--- src/rtl/bottle_pkg.sv ---
// Shared types and BCD helpers for the bottle filling controller.
package bottle_pkg;

  typedef enum logic [1:0] {
    ST_IDLE  = 2'd0,
    ST_SETUP = 2'd1,
    ST_WORK  = 2'd2,
    ST_FULL  = 2'd3
  } state_t;

  localparam logic [3:0] DIGIT_MIN = 4'd0;
  localparam logic [3:0] DIGIT_MAX = 4'd9;

  function automatic logic [3:0] bcd_inc(input logic [3:0] d);
    return (d >= DIGIT_MAX) ? DIGIT_MIN : d + 4'd1;
  endfunction

endpackage

--- src/rtl/bottle_ctrl_bcd2_counter.sv ---
// Two-digit BCD up-counter, wraps 99 -> 00; inc_hit flags that the
// post-increment value would equal the compare value.
module bcd2_counter
  import bottle_pkg::*;
(
  input  logic       CLK,
  input  logic       RST_N,
  input  logic       clr,
  input  logic       inc,
  input  logic [3:0] cmp_h,
  input  logic [3:0] cmp_l,
  output logic [3:0] ten,
  output logic [3:0] one,
  output logic       inc_hit
);

  logic [3:0] ten_nxt;
  logic [3:0] one_nxt;

  always_comb begin
    one_nxt = bcd_inc(one);
    ten_nxt = (one >= DIGIT_MAX) ? bcd_inc(ten) : ten;
  end

  assign inc_hit = (ten_nxt == cmp_h) && (one_nxt == cmp_l);

  always_ff @(posedge CLK or negedge RST_N) begin
    if (!RST_N) begin
      ten <= DIGIT_MIN;
      one <= DIGIT_MIN;
    end else if (clr) begin
      ten <= DIGIT_MIN;
      one <= DIGIT_MIN;
    end else if (inc) begin
      ten <= ten_nxt;
      one <= one_nxt;
    end
  end

endmodule

--- src/rtl/bottle_ctrl.sv ---
// Bottle filling controller: mode FSM, target-digit editor and page timer.
// All outputs are registered from the next state, so they follow a key by one cycle.
module bottle_ctrl
  import bottle_pkg::*;
#(
  parameter int         PAGE_TICKS = 100,
  parameter logic [3:0] MAX_INIT_H = 4'd1,
  parameter logic [3:0] MAX_INIT_L = 4'd2
) (
  input  logic       CLK,
  input  logic       RST_N,
  input  logic       start_key,
  input  logic       stop_key,
  input  logic       set_key,
  input  logic       sel_key,
  input  logic       inc_key,
  input  logic       bottle,
  output logic       EN,
  output logic       SET,
  output logic       EN_work,
  output logic       EN_set,
  output logic       print1,
  output logic [3:0] max2,
  output logic [3:0] max1,
  output logic [3:0] ten,
  output logic [3:0] one,
  output logic       full
);

  localparam int TW = (PAGE_TICKS > 1) ? $clog2(PAGE_TICKS) : 1;
  localparam logic [TW-1:0] PAGE_LAST = TW'(PAGE_TICKS - 1);

  state_t        state;
  state_t        state_nxt;
  logic          sel_hi;
  logic          cnt_clr;
  logic          cnt_inc;
  logic          inc_hit;
  logic          can_start;
  logic [TW-1:0] page_cnt;

  bcd2_counter u_cnt (
    .CLK     (CLK),
    .RST_N   (RST_N),
    .clr     (cnt_clr),
    .inc     (cnt_inc),
    .cmp_h   (max2),
    .cmp_l   (max1),
    .ten     (ten),
    .one     (one),
    .inc_hit (inc_hit)
  );

  assign can_start = ({ten, one} < {max2, max1}) && ({max2, max1} != 8'h00);

  always_comb begin
    state_nxt = state;
    cnt_clr   = 1'b0;
    cnt_inc   = 1'b0;
    case (state)
      ST_IDLE: begin
        if (set_key)                     state_nxt = ST_SETUP;
        else if (start_key && can_start) state_nxt = ST_WORK;
      end
      ST_SETUP: begin
        if (set_key) state_nxt = ST_SETUP == state ? ST_IDLE : state;
      end
      ST_WORK: begin
        // A same-cycle bottle is counted before stop, and reaching target beats stop.
        cnt_inc = bottle;
        if (bottle && inc_hit) state_nxt = ST_FULL;
        else if (stop_key)     state_nxt = ST_IDLE;
      end
      ST_FULL: begin
        if (start_key) begin
          cnt_clr   = 1'b1;
          state_nxt = ST_WORK;
        end else if (stop_key) begin
          cnt_clr   = 1'b1;
          state_nxt = ST_IDLE;
        end
      end
      default: state_nxt = ST_IDLE;
    endcase
  end

  always_ff @(posedge CLK or negedge RST_N) begin
    if (!RST_N) begin
      state   <= ST_IDLE;
      EN      <= 1'b0;
      SET     <= 1'b0;
      EN_work <= 1'b0;
      EN_set  <= 1'b0;
      full    <= 1'b0;
    end else begin
      state   <= state_nxt;
      EN      <= (state_nxt == ST_WORK) || (state_nxt == ST_FULL);
      SET     <= (state_nxt == ST_SETUP);
      EN_work <= (state_nxt == ST_WORK);
      EN_set  <= (state_nxt == ST_SETUP);
      full    <= (state_nxt == ST_FULL);
    end
  end

  // Simultaneous sel+inc bumps the digit selected before the toggle.
  always_ff @(posedge CLK or negedge RST_N) begin
    if (!RST_N) begin
      max2   <= MAX_INIT_H;
      max1   <= MAX_INIT_L;
      sel_hi <= 1'b0;
    end else if (state == ST_IDLE) begin
      if (state_nxt == ST_SETUP) sel_hi <= 1'b0;
    end else if (state == ST_SETUP) begin
      if (inc_key) begin
        if (sel_hi) max2 <= bcd_inc(max2);
        else        max1 <= bcd_inc(max1);
      end
      if (sel_key) sel_hi <= ~sel_hi;
    end
  end

  always_ff @(posedge CLK or negedge RST_N) begin
    if (!RST_N) begin
      page_cnt <= '0;
      print1   <= 1'b0;
    end else if ((state != ST_WORK) || (state_nxt != ST_WORK)) begin
      page_cnt <= '0;
      print1   <= 1'b0;
    end else if (page_cnt == PAGE_LAST) begin
      page_cnt <= '0;
      print1   <= ~print1;
    end else begin
      page_cnt <= page_cnt + TW'(1);
    end
  end

endmodule

--- config.mk ---
export PLATFORM = sky130hd
export DESIGN_NAME = bottle_ctrl
export DESIGN_NICKNAME = d
export VERILOG_FILES = /design/src/rtl/bottle_pkg.sv /design/src/rtl/bottle_ctrl_bcd2_counter.sv /design/src/rtl/bottle_ctrl.sv
export SDC_FILE = /design/constraint.sdc
export NUM_CORES = 1
export LEC_CHECK = 0
export CORE_MARGIN = 2
export CORE_UTILIZATION = 45
export DETAILED_ROUTE_END_ITERATION = 7
export GPL_ROUTABILITY_DRIVEN = 1
export GPL_TIMING_DRIVEN = 0
export HOLD_SLACK_MARGIN = 0.1
export PLACE_DENSITY = 0.73
export SKIP_CTS_REPAIR_TIMING = 1
export SYNTH_ARGS = -nofsm -noshare
export SYNTH_HDL_FRONTEND = slang
export SYNTH_SLANG_ARGS = --single-unit
--- constraint.sdc ---
create_clock -name CLK -period 4.7 [get_ports CLK]
set_input_delay 1.175 -clock CLK [delete_from_list [all_inputs] [get_ports CLK]]
set_output_delay 1.175 -clock CLK [all_outputs]
set_load 0.05 [all_outputs]
# Word-level counts from Yosys, hierarchy flattened
# Index checks and enable logic that the tools add are counted.
# totals
register_bits	31
output_inout_bits	22
# classes
addsub	5
magnitude_cmp	5
n_eq_ne	13
mux	29
bitwise	3
reduce_logical	15
# ops
op	n
2-to-1 mux 4 bit	9
adder 4 x 1 -> 4 bit, second input constant	4
greater-or-equal comparator 4 bit, second input constant	4
2-to-1 mux 2 bit	7
2-to-1 mux 7 bit	2
2-to-1 mux 1 bit	10
== test 2 bit, second input constant	4
== test 4 bit	2
less-than comparator 8 bit	1
one-hot mux 2 bit (4 select lines)	1
AND reduction 4 bit	2
nonzero test 2 bit	4
nonzero test 8 bit	1
adder 7 x 1 -> 7 bit, second input constant	1
== test 7 bit, second input constant	1
inequality test 2 bit, second input constant	3
== test 2 x 1 -> 1 bit, second input constant	2
logical AND 1 bit	4
NOT 1 bit	3
AND reduction 3 bit	1
== test 1 x 2 -> 1 bit, first input constant	1
zero test 2 bit	1
logical OR 1 bit	2

# Longest topological paths before layout
# logic_depth
word_depth	11
mapped_depth	9
depth_no_buf	8

# Hierarchy
# A second synthesis with hierarchy kept.
# hier_totals
hier_cells	229
hier_area_um2	2148.3
# modules_own_cells
module	n_inst	cells_per_inst	area_per_inst_um2	seq_area_each_um2
bottle_ctrl	1	137	1363.8	553.0
bcd2_counter	1	92	784.5	200.2

# Worst setup path before layout
# No wires, ideal clock.
# synth_path
path_type	reg2reg
start	register u_cnt.one[1]
end	register page_cnt[1]
arrival_time_ps	2429
required_ps	4557
setup_slack_ps	2128
stages_incl_launch_ff	10
n_path_buf	1
period_less_slack_ps	2572
path_cell_list	dfrtp_1 > inv_1 > ha_1 > or3b_4 > a21o_1 > a32oi_1 > o211ai_2 > nor4_4 > buf_6 > nor4_1
# synth_via
elab_chain_len	10
word_cells_on_any_way	18
cone_classes	1 x add/sub; 2 x order compare; 3 x eq/ne; 7 x mux; 5 x reduce/logical
# synth_rtl
item	line_no	source
from (decl)	bottle_ctrl_bcd2_counter.sv:13	output logic [3:0] one,
from (signal assigned)	bottle_ctrl_bcd2_counter.sv:36	one <= one_nxt;
adder 4 x 1 -> 4 bit / greater-or-equal comparator 4 bit (equally long branches)	bottle_pkg.sv:15, bottle_ctrl_bcd2_counter.sv:22	
2-to-1 mux 4 bit, on equally long branches	bottle_pkg.sv:15, bottle_ctrl_bcd2_counter.sv:22	
== test 4 bit	bottle_ctrl_bcd2_counter.sv:25	assign inc_hit = (ten_nxt == cmp_h) && (one_nxt == cmp_l);
logical AND 1 bit	bottle_ctrl_bcd2_counter.sv:25	
logical AND 1 bit	bottle_ctrl.sv:71	if (bottle && inc_hit) state_nxt = ST_FULL;
2-to-1 mux 2 bit	bottle_ctrl.sv:71	
one-hot mux 2 bit (4 select lines) (*)	bottle_ctrl.sv:60	case (state)
inequality test 2 bit (*)	bottle_ctrl.sv:126	end else if ((state != ST_WORK) || (state_nxt != ST_WORK)) begin
logical OR 1 bit (*)	bottle_ctrl.sv:126	
2-to-1 mux 7 bit (*)	bottle_ctrl.sv:126	
to (signal assigned)	bottle_ctrl.sv:133	page_cnt <= page_cnt + TW'(1);
to (decl)	bottle_ctrl.sv:40	logic [TW-1:0] page_cnt;
# Mark *: on every way between the ends. The rest lies on a longest branch, timed or not.
# A chain may end at the register's enable or synchronous reset.

# Worst setup path after layout
# layout_path
start	register max2[0]
end	output max2[0]
# layout_rtl
item	line_no	source
from (decl)	bottle_ctrl.sv:23	output logic [3:0] max2,
from (signal assigned)	bottle_ctrl.sv:115	if (sel_hi) max2 <= bcd_inc(max2);
# No word-level cell between the ends.

==> summary.md <==
| Metric | Value |
|---|---|
| Status | `finished, final reports clean` |
| Final period util | `0.614` |
| Clk slew on worst S/H paths | `0.06 ns` |
| CP max FO | `7` |
| DR WL met3 | `125 um` |
| Leak Pwr | `0.00108 uW` |
| Hold Crit Class | `reg2reg` |
| Worst path bufs/invs | `1` |
| # H-tree levels | `2` |
| Worst Path Arrival | `1.71 ns` |
| WS Path Type | `reg2out` |
| Uppermost layer routed | `met4` |
| Grt ovf | `0` |
| Routed len/inst | `14.8 um` |
| Hold Vio Cnt, Final | `0` |
| Largest stage delay, worst path | `0.82 ns` |
| Cell taking the most area after synthesis | `dfrtp_1` |
| Slew Limit Headroom | `0.531` |
| FP Rows | `24` |
| Root Buffer | `clkbuf_8` |
| CTS tree | `done` |
| Req. time, crit path | `3.52 ns` |
| Top cells by area, synth | `dfrtp_1 (34%), ha_1 (13%), o21ai_0 (4.4%)` |
| Comb power frac | `0.535` |
| Clock power frac | `0.177` |
| Most common cell in the synthesized netlist | `dfrtp_1` |
| Routed length on met1 | `2.11 mm` |
| Async SR Flop Fraction | `1.00` |
| Crit-path cells | `clkdlybuf4s50_1` |
| First-pass GRT wire length | `7.85 mm` |
| Num CTS Buffers | `5` |
| Core Util, Final | `0.576` |
| Power Density | `610 nW/um2` |
| Post-synthesis cell count | `222` |
| Initial antenna violation count | `0` |
| Post-synth top area share | `0.343` |
| Layout Skew | `0.00652 ns` |
| Met2 wire len | `2.30 mm` |
| # IOs | `30` |
| Vias per cell | `5.59` |
| Vias in the first global route | `1704` |
| Synth warn | `0` |
| Via count | `1740` |
| Most frequent cells after synthesis | `dfrtp_1 (28), nand2_1 (22), ha_1 (21), inv_1 (18), o21ai_0 (18)` |
| Initial core utilization | `0.469` |
| Internal power | `811 uW` |
| Chip width | `71.3 um` |
| R2r worst-path depth | `9` |
| Area Growth Syn to Fin | `22.9%` |
| Synth unique cells | `49` |
| Sequential element share of the synthesized area | `0.369` |
| Max-Cap Viols | `0` |
| Min Tclk post-route | `2.88 ns` |
| Die height | `71.3 um` |
| Sw Pwr | `718 uW` |
| Crit end category | `output port` |
| Max Slew Vio Count | `0` |
| Dpl hpwl | `3.32 mm` |
| CP startpoint kind | `register` |
| Die ar. | `5090 um2` |
| Mean area per synthesized cell | `9.19 um2` |
| Ant diodes | `0` |
| Top delay family on crit path | `buffers and inverters` |
| Post-route setup TNS | `0 ns` |
| Fillcell total | `395` |
| Worst slew pin tran | `0.698 ns` |
| F_max | `347 MHz` |
| Synthesized Nets | `251` |
| Core ar. | `4350 um2` |
| Post-synth EDFFs | `0` |
| Antenna Nets Post-Route | `0` |
| WP depth | `1` |
| Reg power frac | `0.288` |
| Placer Congestion | `0.877` |
| Pre-antenna DRT Iters | `4` |
| Crit-path slowest cell | `clkdlybuf4s50_1` |
| Worst IR Drop VDD | `0.000442 V` |
| Residual DRC count | `0` |
| GRT Util Overall | `0.194` |
| Bufs on Longest Clock Path | `2` |
| RSZ-0062 raised after global routing | `false` |
| Share of cells above drive strength 1 | `0.0927` |
| CTS sink count | `30` |
| Flops & latches, synth | `30` |
| Final #Nets | `287` |
| Largest net degree at the start of global routing | `31` |
| Post-Syn Area | `2040 um2` |
| Routed wire length | `4.60 mm` |
| Sw Share | `0.470` |
| Port bufs | `29` |
| Worst skew pair latency | `0.29 ns` |
| Setup violators final | `0` |
| Cells on Worst Hold Path | `2` |
| Top_reg_cell synth | `dfrtp_1` |
| Drt initial violations | `135` |
-- layout make-up --
class / instances / area (um2) / area share
Sequential cell: 30 / 753 / 0.300
Multi-Input combinational cell: 168 / 1180 / 0.473
Buffer: 6 / 35.0 / 0.0140
Tap cell: 52 / 65.1 / 0.0259
Clock buffer: 7 / 86.3 / 0.0344
Inverter: 18 / 67.6 / 0.0269
Timing Repair Buffer: 29 / 285 / 0.114
Clock inverter: 1 / 30.0 / 0.0120
-- through the flow --
stage / hold WS, ns / area [um2] / instances / total power, uW / setup WS (ns)
finish: 0.546 / 2510 / 311 / 1530 / 1.82
global route: 0.592 / 2510 / 311 / 1640 / 1.76
CTS: 0.542 / 2510 / 311 / 1540 / 1.80
detailed placement: 0.526 / 2390 / 303 / 1270 / 1.56
global placement: 0.529 / 2400 / 303 / 1250 / 1.63
floorplan: 0.506 / 2040 / 222 / 1020 / 2.13
-- worst reg2reg max path: stages (launching register included) --
cell and delay [ns]:
dfrtp_1 0.46, inv_1 0.15, ha_1 0.17, or3b_4 0.42
a21o_1 0.20, a32oi_1 0.26, o211ai_2 0.13, nor4_4 0.40
buf_6 0.20, nor4_1 0.06
-- registers in the layout, indices dropped and copies added, names as in the netlist --
name,flops
u_cnt.ten,4
u_cnt.one,4
EN,1
max1,4
max2,4
state,1
EN_work,1
sel_hi,1
full,1
page_cnt,7
EN_set,1
print1,1
-- logic make-up (layout without fill, tap and decap cells) --
kind of cell             count (synthesis)  after routing  synth area share
flip-flops                              30             30             0.369
buffers and inverters                   24             61            0.0503
multiplexers                             3              3            0.0159
AO/OA/AOI/OAI                           52             52             0.166
adder cells (fa/ha/maj)                 21             21             0.129
AND/OR/NAND/NOR                         80             80             0.219
XOR/XNOR                                12             12            0.0515
-- path summary, 6_finish.rpt --
| check | start | slack [ns] | end |
|---|---|---|---|
| hold / removal | page_cnt[0] | 0.55 | page_cnt[0] |
| setup reg to reg | u_cnt.one[0] | 2.09 | page_cnt[2] |
| min in group asynchronous | RST_N | 0.93 | u_cnt.one[1] |
| hold reg to reg | page_cnt[0] | 0.55 | page_cnt[0] |
| max in group asynchronous | RST_N | 3.34 | max2[2] |
| setup / recovery | max2[0] | 1.82 | max2[0] |
-- power groups by stage --
stage                     registers [uW]  clock network (uW)  logic [uW]
final                                440                 271         819
after global routing                 458                 288         892
after CTS                            440                 275         826
after detailed placement             444                   0         821
after global placement               442                   0         810
after floorplan                      616                   0         404
-- layer usage --
metal,up-vias,track usage
li1,862,-
met1,847,0.241
met2,24,0.327
met3,7,0.0450
met4,0,0.0734
met5,-,0
-- layout by cell type, fill, tap and decap left out, types with 3 or more instances in the layout --
master / instances
nor4_1: 7
o21ai_0: 18
xnor2_1: 8
nand3_1: 5
a21o_1: 4
nor2_1: 11
nor3_1: 6
clkbuf_8: 6
inv_1: 18
nand2b_1: 4
clkdlybuf4s50_1: 28
xor2_1: 4
nand2_1: 22
clkbuf_1: 3
a21oi_1: 13
dfrtp_1: 28
and2_1: 3
ha_1: 21
or3_1: 6
No activity file was read; power rests on OpenSTA's default activity.
